## config.mk

```make
export PLATFORM = sky130hd
export DESIGN_NAME = alu_div_seq
export DESIGN_NICKNAME = d
export VERILOG_FILES = /design/src/rtl/alu_pkg.sv /design/src/rtl/alu_div_seq.sv
export SDC_FILE = /design/constraint.sdc
export NUM_CORES = 1
export LEC_CHECK = 0
export CAP_MARGIN = 30
export CORE_MARGIN = 1.5
export CORE_UTILIZATION = 30
export DETAILED_ROUTE_END_ITERATION = 10
export SKIP_CTS_REPAIR_TIMING = 1
export SYNTH_ARGS = -nofsm -noshare
export SYNTH_HDL_FRONTEND = slang
export SYNTH_SLANG_ARGS = --single-unit
export TNS_END_PERCENT = 30
```

## constraint.sdc

```tcl
create_clock -name clk -period 3.6 [get_ports clk]
set_input_delay 0.36 -clock clk [delete_from_list [all_inputs] [get_ports clk]]
set_output_delay 0.36 -clock clk [all_outputs]
set_load 0.01 [all_outputs]
```

## src/rtl/alu_pkg.sv

```systemverilog
// rtl/alu_pkg.sv - ALU op codes and divider state type shared across the core
package alu_pkg;

   localparam logic [2:0] ALU_ADD = 3'b000;
   localparam logic [2:0] ALU_SUB = 3'b001;
   localparam logic [2:0] ALU_AND = 3'b010;
   localparam logic [2:0] ALU_OR  = 3'b011;
   localparam logic [2:0] ALU_SLT = 3'b101;

   typedef enum logic [1:0] {
      IDLE = 2'b00,
      RUN  = 2'b01,
      DONE = 2'b10
   } div_state_t;

endpackage

```

## src/rtl/alu_div_seq.sv

```systemverilog
// rtl/alu_div_seq.sv - sequential unsigned restoring divider using the shared ALU for subtraction
module alu_div_seq
   import alu_pkg::*;
#(
   parameter int WIDTH     = 32,
   parameter int ALU_WIDTH = 3
) (
   input  logic                 clk,
   input  logic                 rst,
   input  logic                 start,
   input  logic [WIDTH-1:0]     dividend,
   input  logic [WIDTH-1:0]     divisor,
   output logic                 ready,
   output logic                 valid,
   output logic [WIDTH-1:0]     quotient,
   output logic [WIDTH-1:0]     remainder,
   output logic                 div_by_zero,
   output logic [WIDTH-1:0]     alu_a,
   output logic [WIDTH-1:0]     alu_b,
   output logic [ALU_WIDTH-1:0] alu_ctrl,
   input  logic [WIDTH-1:0]     alu_result,
   input  logic                 alu_carry
);

   localparam int CNT_W = $clog2(WIDTH);
   localparam logic [CNT_W-1:0] CNT_LAST = CNT_W'(WIDTH - 1);
   localparam logic [ALU_WIDTH-1:0] CTRL_ADD = ALU_WIDTH'(ALU_ADD);
   localparam logic [ALU_WIDTH-1:0] CTRL_SUB = ALU_WIDTH'(ALU_SUB);

   div_state_t       state;
   logic [WIDTH-1:0] dreg;
   logic [WIDTH-1:0] rem;
   logic [WIDTH-1:0] quo;
   logic [CNT_W-1:0] cnt;

   logic [WIDTH:0]   shifted;
   logic             qbit;
   logic [WIDTH-1:0] rem_next;
   logic [WIDTH-1:0] quo_next;

   // One restoring step: shift in the next dividend bit and let the ALU trial-subtract the divisor.
   // The shifted-out MSB means the partial remainder already exceeds any WIDTH-bit divisor.
   always_comb begin
      shifted  = {rem, quo[WIDTH-1]};
      qbit     = shifted[WIDTH] | alu_carry;
      rem_next = qbit ? alu_result : shifted[WIDTH-1:0];
      quo_next = {quo[WIDTH-2:0], qbit};
   end

   // Drive the shared ALU only while iterating; otherwise present a quiet ADD of zeros.
   always_comb begin
      alu_a    = '0;
      alu_b    = '0;
      alu_ctrl = CTRL_ADD;
      if (state == RUN) begin
         alu_a    = shifted[WIDTH-1:0];
         alu_b    = dreg;
         alu_ctrl = CTRL_SUB;
      end
   end

   assign ready = (state == IDLE);

   // Control FSM with the iteration registers and held result outputs.
   always_ff @(posedge clk) begin
      if (rst) begin
         state       <= IDLE;
         dreg        <= '0;
         rem         <= '0;
         quo         <= '0;
         cnt         <= '0;
         quotient    <= '0;
         remainder   <= '0;
         div_by_zero <= 1'b0;
         valid       <= 1'b0;
      end else begin
         case (state)
            IDLE: begin
               valid <= 1'b0;
               if (start) begin
                  if (divisor == '0) begin
                     quotient    <= '1;
                     remainder   <= dividend;
                     div_by_zero <= 1'b1;
                     valid       <= 1'b1;
                     state       <= DONE;
                  end else begin
                     dreg  <= divisor;
                     rem   <= '0;
                     quo   <= dividend;
                     cnt   <= '0;
                     state <= RUN;
                  end
               end
            end
            RUN: begin
               rem <= rem_next;
               quo <= quo_next;
               cnt <= cnt + 1'b1;
               if (cnt == CNT_LAST) begin
                  quotient    <= quo_next;
                  remainder   <= rem_next;
                  div_by_zero <= 1'b0;
                  valid       <= 1'b1;
                  state       <= DONE;
               end
            end
            DONE: begin
               valid <= 1'b0;
               state <= IDLE;
            end
            default: begin
               valid <= 1'b0;
               state <= IDLE;
            end
         endcase
      end
   end

endmodule

```

==> results by group <==
Worst setup path
  • Worst Path Max Fanout: 35
  • Worst path arrival time: 2.37 ns
  • Crit Path Class: flop to primary output
  • Crit. End Element: primary output
  • Critical Path RT: 3.24 ns
  • Reg2reg start: state[1]$_SDFFE_PP0P_
  • Worst Setup Start Kind: flop
  • Worst Setup SP: state[0]$_SDFFE_PP0P_

Global routing
  • Initial antenna violation count: 2
  • Vias in the first global route: 6,903
  • GRT Util Overall: 18.8%
  • First-pass GRT wire length: 39,000 um
  • Pin count of the biggest net entering global routing: 98
  • Remaining Overflow, GRT: 0

Routing
  • Final WL: 25,700 um
  • DRT antenna net count: 0
  • Pre-antenna DRT Iters: 5
  • DR vias: 7,394
  • Via/cell ratio: 5.03
  • DRC errors left: 0
  • Routed len/inst: 17.5 um
  • Iter 0 DRT Violations: 599

Logic synthesis
  • Async SR Flop Fraction: 0%
  • Yosys top cell area share: 43.7%
  • Number of synthesized flops with an enable pin: 0
  • Register bit count reported by yosys: 169
  • Synth warn: 0
  • Primary FF master, synth: dfxtp_1
  • Cell Area, Synth: 7740 um2
  • Most numerous cell in the Yosys netlist: dfxtp_1
  • Cells after Synth: 943
  • Top cells by count, synth: dfxtp_1, a21oi_1, nor2_1, and2_1, nand2_1
  • Yosys top cell by area: dfxtp_1
  • Top post-synthesis cells by area: dfxtp_1, a21oi_1, and2_1, nor2_1, o221a_2
  • Post-Syn Area per Cell: 8.21 um2
  • Post-synthesis sequential area ratio: 43.7%
  • Cell variety after synth: 35

STA
  • Final setup violation count: 0
  • Skew final: 0.00883 ns
  • Final slew viol count: 0
  • Max_slew headroom: 34.9%
  • RSZ-0062 raised after global routing: false
  • Min Tclk post-route: 2.73 ns
  • Slew @ Worst Pin: 0.976 ns
  • Final hold violation count: 0
  • Maximum clock rate: 366 MHz
  • Crit share post-route: 75.9%
  • TNS Setup: 0 ns

Clocking
  • Clk Latency, worst-skew pair: 0.42 ns
  • Clock Path Buffers: 2
  • Total CTS buffers: 17
  • CTS tree: built
  • Total clock sinks: 169
  • Clk root buf: clkbuf_16
  • Worst-path clk slew: 0.06 ns
  • CTS H-tree depth: 4

Die
  • Core Area: 25,300 um2
  • Row count: 58
  • Die height: 164 um
  • Die Area: 26,800 um2
  • Io pins: 234
  • Starting density of the core: 30.6%
  • Die width: 164 um

Power
  • Leakage dissipation: 3.87 nW
  • VDD IR-drop max: 0.275 mV
  • Pwr/cell area: 410 nW/um2

Place
  • GPL Wtd Cong: 0.770
  • Post-Place Cell Area: 10,300 um2
  • IO Port Bufs: 231
  • Hpwl dp: 17,400 um

Worst hold path
  • Hold Crit Start: remainder[16]$_SDFFE_PP0P_
  • Hold Path Class: flop to flop

Status
  • Status: finished, final reports clean

Cells and area
  • Fin area: 10,900 um2
  • Area grow syn2layout: 40.7%
  • Share of cells above drive strength 1: 8.79%
  • # fillers: 2,556
  • Fin nets: 1,228

Job
  • Max_cap viols: 0
through the flow:
step / hold slack [ns] / cells / worst slack (ns) / total power, mW / utilization (%)
final: 0.451 / 1469 / 0.868 / 4.46 / 43.1
after global routing: 0.463 / 1468 / 0.719 / 4.64 / 43.1
after CTS: 0.454 / 1467 / 0.860 / 4.52 / 43.1
after detailed placement: 0.446 / 1436 / 0.711 / 2.59 / 40.6
after global placement: 0.439 / 1436 / 0.764 / 2.59 / 40.6
after floorplan: 0.455 / 944 / 1.73 / 2.33 / -
routing by layer:
| metal | GRT usage (%) | vias to the layer above | part of all wire, % |
|---|---|---|---|
| li1 | - | 3643 | - |
| met1 | 23.9 | 3445 | 42 |
| met2 | 30.3 | 278 | 47 |
| met3 | 5.92 | 26 | 9.0 |
| met4 | 5.87 | 2 | 1.9 |
| met5 | 0 | - | 0.051 |
layout by cell type (no fill, tap or decap), types with 20 or more instances in the layout:
| cell | count |
|---|---|
| a211oi_1 | 20 |
| dfxtp_1 | 168 |
| nor3_1 | 33 |
| o221a_2 | 32 |
| clkdlybuf4s50_1 | 230 |
| and2_1 | 96 |
| nand2_1 | 71 |
| nor2_1 | 97 |
| a21oi_1 | 135 |
| nor2b_1 | 31 |
| mux2i_1 | 32 |
| nand3_1 | 34 |
| o21ai_0 | 61 |
sequential cells by signal, indices dropped and copies added, names as in the netlist, 2 cells and up:
signal	flops
rem	32
state	2
quo	32
remainder	32
cnt	5
quotient	32
dreg	32
worst paths after layout:
path | slack (ns) | cells after the start | to
max reg2reg | 1.29 | 7 | quotient[11]$_SDFFE_PP0P_
max | 0.87 | 5 | alu_b[20]
min | 0.45 | 2 | remainder[16]$_SDFFE_PP0P_
min reg2reg | 0.45 | 2 | remainder[16]$_SDFFE_PP0P_
logic make-up (layout without fill, tap and decap cells):
logic type               Yosys count  after routing  synth area share (%)
adder cells (fa/ha/maj)            2              2                 0.323
buffers and inverters             88            282                  5.17
XOR/XNOR                           2              2                 0.226
AO/OA/AOI/OAI                    270            270                  22.3
AND/OR/NAND/NOR                  379            379                  24.1
multiplexers                      32             32                  4.14
flip-flops                       169            169                  43.7
other                              1              3                0.0485
layout make-up:
cell class | count | area, um2 | area share (%)
Antenna cell | 1 | 2.50 | 0.0230
Clock buffer | 21 | 470 | 4.32
Clock inverter | 10 | 143 | 1.31
Inverter | 3 | 11.3 | 0.103
Multi-Input combinational cell | 687 | 3980 | 36.5
Sequential cell | 169 | 3380 | 31.1
Tap cell | 330 | 413 | 3.79
Timing Repair Buffer | 248 | 2490 | 22.8
report_power, final:
group	internal, mW	leakage [nW]	switching [mW]
sequential	1.94	1.38	0.0546
combinational	0.262	2.20	0.291
clock	1.15	0.300	0.765
total	3.35	3.87	1.11
critical path, stage by stage, from the launching register on:
cell and delay (ns):
dfxtp_1 0.40, nand2b_4 0.07, inv_2 0.42, buf_4 0.33
and2_1 0.15, clkdlybuf4s50_1 0.56
No activity file was read; power rests on OpenSTA's default activity.
